[src/rtl/bcd_counter_n_pkg.sv]
// bcd_counter_n_pkg: shared digit width, default modulus and the load clamp helper.
package bcd_counter_n_pkg;
   localparam int DIGIT_W = 4;
   localparam int MOD_BCD = 10;
   typedef logic [DIGIT_W-1:0] digit_t;
   // A loaded digit outside 0..m-1 is forced to 0 so counting never sees an illegal value.
   function automatic digit_t clamp_digit(input digit_t d, input int m);
      return (int'(d) >= m) ? '0 : d;
   endfunction
endpackage

[src/rtl/bcd_counter_n_if.sv]
// bcd_counter_n_if: control, load and status bundle of one multi-digit counter.
interface bcd_counter_n_if #(parameter int DIGITS = 3);
   import bcd_counter_n_pkg::*;
   logic                       en;
   logic                       up;
   logic                       load;
   logic [DIGIT_W*DIGITS-1:0]  load_val;
   logic [DIGIT_W*DIGITS-1:0]  q;
   logic                       tc;
   logic                       wrap;
   modport master (output en, up, load, load_val, input q, tc, wrap);
   modport slave  (input en, up, load, load_val, output q, tc, wrap);
endinterface

[src/rtl/bcd_counter_n_digit.sv]
// mod_digit: one modulo-MOD digit register with load clamp and wrap-around inc/dec.
module mod_digit
   import bcd_counter_n_pkg::*;
#(
   parameter int MOD = MOD_BCD
) (
   input  logic   clk,
   input  logic   rst_n,
   input  logic   load,
   input  digit_t d,
   input  logic   inc,
   input  logic   dec,
   output digit_t q,
   output logic   at_max,
   output logic   at_zero
);
   localparam digit_t MAX_V = digit_t'(MOD - 1);
   digit_t r_q;
   always_ff @(posedge clk) begin
      if (!rst_n)    r_q <= '0;
      else if (load) r_q <= clamp_digit(d, MOD);
      else if (inc)  r_q <= at_max ? '0 : r_q + 4'd1;
      else if (dec)  r_q <= at_zero ? MAX_V : r_q - 4'd1;
   end
   assign q       = r_q;
   assign at_max  = (r_q == MAX_V);
   assign at_zero = (r_q == '0);
endmodule

[src/rtl/bcd_counter_n.sv]
// bcd_counter_n: synchronous multi-digit modulo-MOD up/down counter with load,
// terminal count and a registered wrap pulse; digits cascade through a carry/borrow chain.
module bcd_counter_n
   import bcd_counter_n_pkg::*;
#(
   parameter int DIGITS = 3,
   parameter int MOD    = MOD_BCD
) (
   input logic            clk,
   input logic            rst_n,
   bcd_counter_n_if.slave bus
);
   logic [DIGITS-1:0]         w_at_max;
   logic [DIGITS-1:0]         w_at_zero;
   logic [DIGITS-1:0]         w_inc;
   logic [DIGITS-1:0]         w_dec;
   logic [DIGIT_W*DIGITS-1:0] w_q;
   logic                      w_tc;
   logic                      r_wrap;
   for (genvar i = 0; i < DIGITS; i++) begin : g_dig
      mod_digit #(.MOD(MOD)) u_digit (
         .clk     (clk),
         .rst_n   (rst_n),
         .load    (bus.load),
         .d       (bus.load_val[DIGIT_W*i +: DIGIT_W]),
         .inc     (w_inc[i]),
         .dec     (w_dec[i]),
         .q       (w_q[DIGIT_W*i +: DIGIT_W]),
         .at_max  (w_at_max[i]),
         .at_zero (w_at_zero[i])
      );
   end
   // Digit k steps when every lower digit sits at its limit; the full chain is tc.
   always_comb begin
      logic all_max;
      logic all_zero;
      all_max  = 1'b1;
      all_zero = 1'b1;
      w_inc    = '0;
      w_dec    = '0;
      for (int k = 0; k < DIGITS; k++) begin
         w_inc[k] = bus.en & bus.up & all_max;
         w_dec[k] = bus.en & ~bus.up & all_zero;
         all_max  = all_max & w_at_max[k];
         all_zero = all_zero & w_at_zero[k];
      end
      w_tc = bus.en & (bus.up ? all_max : all_zero);
   end
   always_ff @(posedge clk) begin
      if (!rst_n) r_wrap <= 1'b0;
      else        r_wrap <= w_tc & ~bus.load;
   end
   assign bus.q    = w_q;
   assign bus.tc   = w_tc;
   assign bus.wrap = r_wrap;
endmodule

[src/flat_wrapper.sv]
// flat-port wrapper written by rule: the top's interface ports become plain ports
module bcd_counter_n_flat import bcd_counter_n_pkg::*;
#(
   parameter int DIGITS = 3,
   parameter int MOD    = MOD_BCD
)
  (clk, rst_n, bus_en, bus_up, bus_load, bus_load_val, bus_q, bus_tc, bus_wrap);
  bcd_counter_n_if #(.DIGITS(DIGITS)) bus_i ();
  input logic clk;
  input logic rst_n;
  input wire logic [$bits(bus_i.en)-1:0] bus_en;
  input wire logic [$bits(bus_i.up)-1:0] bus_up;
  input wire logic [$bits(bus_i.load)-1:0] bus_load;
  input wire logic [$bits(bus_i.load_val)-1:0] bus_load_val;
  output wire logic [$bits(bus_i.q)-1:0] bus_q;
  output wire logic [$bits(bus_i.tc)-1:0] bus_tc;
  output wire logic [$bits(bus_i.wrap)-1:0] bus_wrap;
  assign bus_i.en = bus_en;
  assign bus_i.up = bus_up;
  assign bus_i.load = bus_load;
  assign bus_i.load_val = bus_load_val;
  assign bus_q = bus_i.q;
  assign bus_tc = bus_i.tc;
  assign bus_wrap = bus_i.wrap;
  bcd_counter_n #(.DIGITS(DIGITS), .MOD(MOD)) u_core (.clk(clk), .rst_n(rst_n), .bus(bus_i));
endmodule
[config.mk]
export PLATFORM = sky130hd
export DESIGN_NAME = bcd_counter_n_flat
export DESIGN_NICKNAME = d
export VERILOG_FILES = /design/src/rtl/bcd_counter_n_pkg.sv /design/src/rtl/bcd_counter_n_if.sv /design/src/rtl/bcd_counter_n_digit.sv /design/src/rtl/bcd_counter_n.sv /design/src/flat_wrapper.sv
export SDC_FILE = /design/constraint.sdc
export NUM_CORES = 1
export LEC_CHECK = 0
export ABC_AREA = 1
export CAP_MARGIN = 20
export CORE_ASPECT_RATIO = 1.2
export CORE_MARGIN = 2
export CORE_UTILIZATION = 48
export CTS_CLUSTER_DIAMETER = 30
export CTS_CLUSTER_SIZE = 20
export DETAILED_ROUTE_END_ITERATION = 8
export HOLD_SLACK_MARGIN = 0.05
export PLACE_DENSITY = 0.87
export SLEW_MARGIN = 20
export SYNTH_ARGS = -nofsm -noshare
export SYNTH_HDL_FRONTEND = slang
export SYNTH_SLANG_ARGS = --single-unit
[constraint.sdc]
create_clock -name clk -period 2 [get_ports clk]
set_input_delay 0.5 -clock clk [delete_from_list [all_inputs] [get_ports clk]]
set_output_delay 0.5 -clock clk [all_outputs]
set_load 0.005 [all_outputs]
Word-level counts from Yosys, hierarchy flattened
Cells that the tools add are included.
W data, S select, Z words.
- mux-type cells: 19
- equality and inequality tests: 3
- bitwise operators: 14
- reductions and logical operators: 6
- add/subtract/negate cells: 6
- order comparisons: 3
- operators with widths (kind ; count):
    $mux W4 ; 18
    $add A4 B1 Y4 const B ; 3
    $and A1 B1 Y1 ; 12
    $eq A4 B4 Y1 const B ; 3
    $ge A4 B4 Y1 const B ; 3
    $logic_not A4 Y1 ; 3
    $sub A4 B1 Y4 const B ; 3
    $reduce_bool A3 Y1 ; 3
    $not A1 Y1 ; 2
    $mux W1 ; 1
- bits in registers: 13
- output and inout port bits: 14
- input port bits: 17
- logic and storage cells: 55

Logic depth before layout (Yosys ltp)
- depth in word-level cells: 6
- mapped depth: 9
- mapped depth without buffers: 9

Hierarchy
Synthesis repeated with hierarchy kept, for this count alone.
- cells, all modules: 237
- area total of the unflattened synthesis: 1282.5 um^2
- by module, submodules not included (module ; instances ; area each (um^2) ; cells each):
    mod_digit ; 3 ; 387.9 ; 72
    bcd_counter_n ; 1 ; 118.9 ; 21

Worst setup path after synthesis
OpenSTA, ideal clock, no wires.
- path type: reg2out
- start: register u_core.g_dig[0].u_digit.r_q[0]
- end: output bus_tc
- stages on the path, launching flop included: 8
- data required time: 1500 ps
- path slack: 327 ps
- data arrival time: 1173 ps
- cell sequence: dfxtp_1 inv_2 nor2_2 nand2_2 nor2_4 nand2_4 or2_4 nand2_1
- longest elaborated chain between the ends: 5
- ends and longest elaborated chain (item ; line ; RTL):
    from (decl) ; bcd_counter_n_digit.sv:18 ; digit_t r_q;
    from (signal assigned) ; bcd_counter_n_digit.sv:21 ; else if (load) r_q <= clamp_digit(d, MOD);
    from (signal assigned) ; bcd_counter_n_digit.sv:22 ; else if (inc) r_q <= at_max ? '0 : r_q + 4'd1;
    from (signal assigned) ; bcd_counter_n_digit.sv:23 ; else if (dec) r_q <= at_zero ? MAX_V : r_q - 4'd1;
    $eq A4 B4 Y1 or $logic_not A4 Y1 (tied branches) ; bcd_counter_n_digit.sv:26, bcd_counter_n_digit.sv:27 ;
    $and A1 B1 Y1, on equally long branches (2 in a row) ; bcd_counter_n.sv:44, bcd_counter_n.sv:45 ;
    $mux W1 (*) ; bcd_counter_n.sv:47 ; w_tc = bus.en & (bus.up ? all_max : all_zero);
    $and A1 B1 Y1 (*) ; bcd_counter_n.sv:47 ;
    to (decl) ; flat_wrapper.sv:16 ; output wire logic [$bits(bus_i.tc)-1:0] bus_tc;
Every way passes the cells marked *; elsewhere a longest branch is shown, timed or not.

Worst setup path in the final report
Same ends and word-level chain as after synthesis.

==> impl_results.md <==
* Die area at roughly 2800 µm²
* Crit path time final at 1.96 ns
* DIE WIDTH at between 40 and 50 µm
* FP Rows at 19
* Vias in the first global route at about 1400
* Final setup fails at 0
* CTS root buffer: clkbuf_4
* TritonCTS buffer count at 3
* Setup WS pre-CTS at -0.562 ns
* Antenna Nets Post-Route at 0
* End of the critical path: bus_tc
* Slew HR at 69.4%
* RSZ-0062 raised after global routing: yes
* F_max at 511 MHz
* Layout cells sized above 1 at between 20 and 25%
* Distinct cell type count after synthesis at 22
* Met3 WL at 122 µm
* Worst EP arrival at roughly 1.5 ns
* Leading area contributor after synthesis: dfxtp_1
* Worst reg-to-reg setup slack at 0.47 ns
* HPWL Detailed at 2640 µm
* First-pass GRT wire length at 5530 µm
* R2R depth at 9
* Total Routing Usage GR at 24.3%
* Vias at 1541
* CORE AREA at about 2300 µm²
* H-tree levels at 1
* DIE HEIGHT at 57.8 µm
* Most frequent cell after synthesis: nand2_1
* FF+latch count, synth at 13
* Final wirelength at around 3400 µm
* Worst Slack Setup Final at between 0.04 and 0.05 ns
* Initial core utilization at approximately 51%
* Yosys warns at 0
* Min-Delay Path Depth at 4
* Post-synth design cell area at 1160 µm²
* Leak pwr at between 0.8 and 0.9 nW
* Hold_sp: u_core.g_dig[2].u_digit.q[3]$_SDFFE_PN0P_
* Pwr/cell area at between 400 and 500 nW/µm²
* Dpl cells at 292
* Final Non-Filler Cells at 299
* Worst skew pair latency at roughly 0.28 ns
* CTS tree: built
* Syn Inst Count at 204
* Required @ worst endpoint at 1.50 ns
* Worst-path clk slew at 0.09 ns
* Post-synth ARST share at 0%
* Initial DRC count at 40
* DRT Pass-1 Iters at 4
* Remaining Overflow, GRT at 0
* Sequential fraction of the synthesis area at between 20% and 30%
* Top cells by area in the synthesized netlist: dfxtp_1, nand2_1, nand3_1
* Top Ports at 31
* VDD IR max at 0.000322 V
* PortBufs at 30
* Initial antenna violation count at 0
* Max Cap Viol at 0
* Primary FF master, synth: dfxtp_1
* Syn nets at 221
* Post-synth EDFFs at 0
* Highest routed layer: met4
* R2r endpoint: u_core.g_dig[1].u_digit.q[1]$_SDFFE_PN0P_
* Hold Crit Class: flip-flop to flip-flop
* Largest net degree at the start of global routing at 17
* DR DRC count at 0
* Setup CP Type: flip-flop to output port
* Post-DR wirelength/cell at between 10 and 15 µm
* Crit path from: u_core.g_dig[0].u_digit.q[0]$_SDFFE_PN0P_
* Hold buffers post-CTS at 0
* Final hold vios at 0
* FF-to-FF Start: u_core.g_dig[0].u_digit.q[2]$_SDFFE_PN0P_
* Status: finished clean
* Setup TNS at 0 ns
* Area Growth Syn to Fin at 52.3%
* Final #Nets at 286
* Ant. Diodes at 0
* Commonest cells in the netlist: nand2_1, inv_1, nand3_1, nor2_1, o21ai_0
* Crit path launch type: flip-flop
* Met1 WL at about 1500 µm
* Worst Path Max Fanout at 4
* Final worst path period share at 97.9%
* Via density at 5.15
* Sink Count at 13
* Worst hold slack at 0.652 ns
* Syn avg cell area at 5.68 µm²
* Slew @ Worst Pin at about 0.46 ns
* Final GP Congestion at 0.883
* Worst Skew at 0.000567 ns
* Slew Viols, Final at 0
* Metal2 WL at 1690 µm
* Worst Setup End Kind: output port
* Top cell type's share of synthesized area at 22.5%
* Worst-case clock buffer depth at 2
==> final cells by class <==
| cell class | instances | area [µm²] |
|---|---|---|
| Fill cell | 190 | 518 |
| Timing Repair Buffer | 64 | 548 |
| Clock buffer | 4 | 26.3 |
| Inverter | 26 | 97.6 |
| Tap cell | 31 | 38.8 |
| Sequential cell | 13 | 263 |
| Multi-Input combinational cell | 161 | 791 |
==> where the power goes <==
part,leakage (nW),switching (W),internal [W],total [W]
sequential,0.108,0.0000219,0.000281,0.000303
combinational,0.734,0.000183,0.000186,0.000369
clock,0.0150,0.0000963,0.0000773,0.000174
==> how the worst min path moves through the flow <==
stage	to	slack [ns]
2_1_floorplan	u_core.g_dig[1].u_digit.q[2]$_SDFFE_PN0P_	0.56
3_3_place_gp	u_core.g_dig[0].u_digit.q[0]$_SDFFE_PN0P_	0.58
3_5_place_dp	u_core.g_dig[2].u_digit.q[3]$_SDFFE_PN0P_	0.63
4_1_cts	u_core.g_dig[2].u_digit.q[3]$_SDFFE_PN0P_	0.64
5_1_grt	u_core.g_dig[2].u_digit.q[3]$_SDFFE_PN0P_	0.69
6_report	u_core.g_dig[2].u_digit.q[3]$_SDFFE_PN0P_	0.65
==> sequential cells by signal, indices dropped and copies added, names as in the netlist <==
name	flops
u_core.bus.wrap	1
u_core.g_dig.u_digit.q	12
==> cells in the final DEF (no fill, tap or decap), drive strengths merged <==
cell type	synthesis	layout
inv	26	26
buf	2	35
dlygate4sd2	0	2
dfxtp	13	13
nand3	25	25
nand4	7	7
clkbuf	2	4
o21bai	2	2
or2	1	1
clkdlybuf4s50	0	27
o21ai	21	21
o211ai	2	2
nor2	31	31
a21oi	12	12
nand2	57	57
a31oi	3	3
==> layer usage <==
layer	vias up	GRT usage [%]
met4	0	13.9
met5	-	0
met2	45	40.9
met1	687	30.8
met3	12	2.06
li1	797	-
==> worst max-delay path: stages (launching register included) <==
cell	delay (ns)
dfxtp_2	0.38
inv_2	0.06
nor2_4	0.09
nand2_2	0.09
nor2_4	0.11
nand2_4	0.05
or2_4	0.22
nand2_1	0.06
buf_2	0.11
==> stage by stage <==
step | area [µm²] | total power, W | util [%]
floorplan | 1160 | 0.000490 | -
global placement | 1710 | 0.000658 | 75.1
detailed placement | 1710 | 0.000665 | 75.1
CTS | 1760 | 0.000836 | 76.9
global route | 1760 | 0.000894 | 77.3
finish | 1760 | 0.000845 | 77.3
==> cells by family after synthesis <==
family,count (synthesis),share of synthesized area (%)
AOI/OAI and AO/OA,40,18.8
buffers and inverters,30,9.94
DFF,13,22.5
and+or+nand+nor,121,48.8
==> timing repair <==
item                                    4_1_cts  5_1_grt
cloned                                        0        0
pin swaps                                     4        4
endpoints found under the setup margin        1        1
buffers inserted                              2        1
hold endpoints to repair                      0        0
gates resized for setup                       9        1
Note: power is estimated with default switching activity, not from simulation.
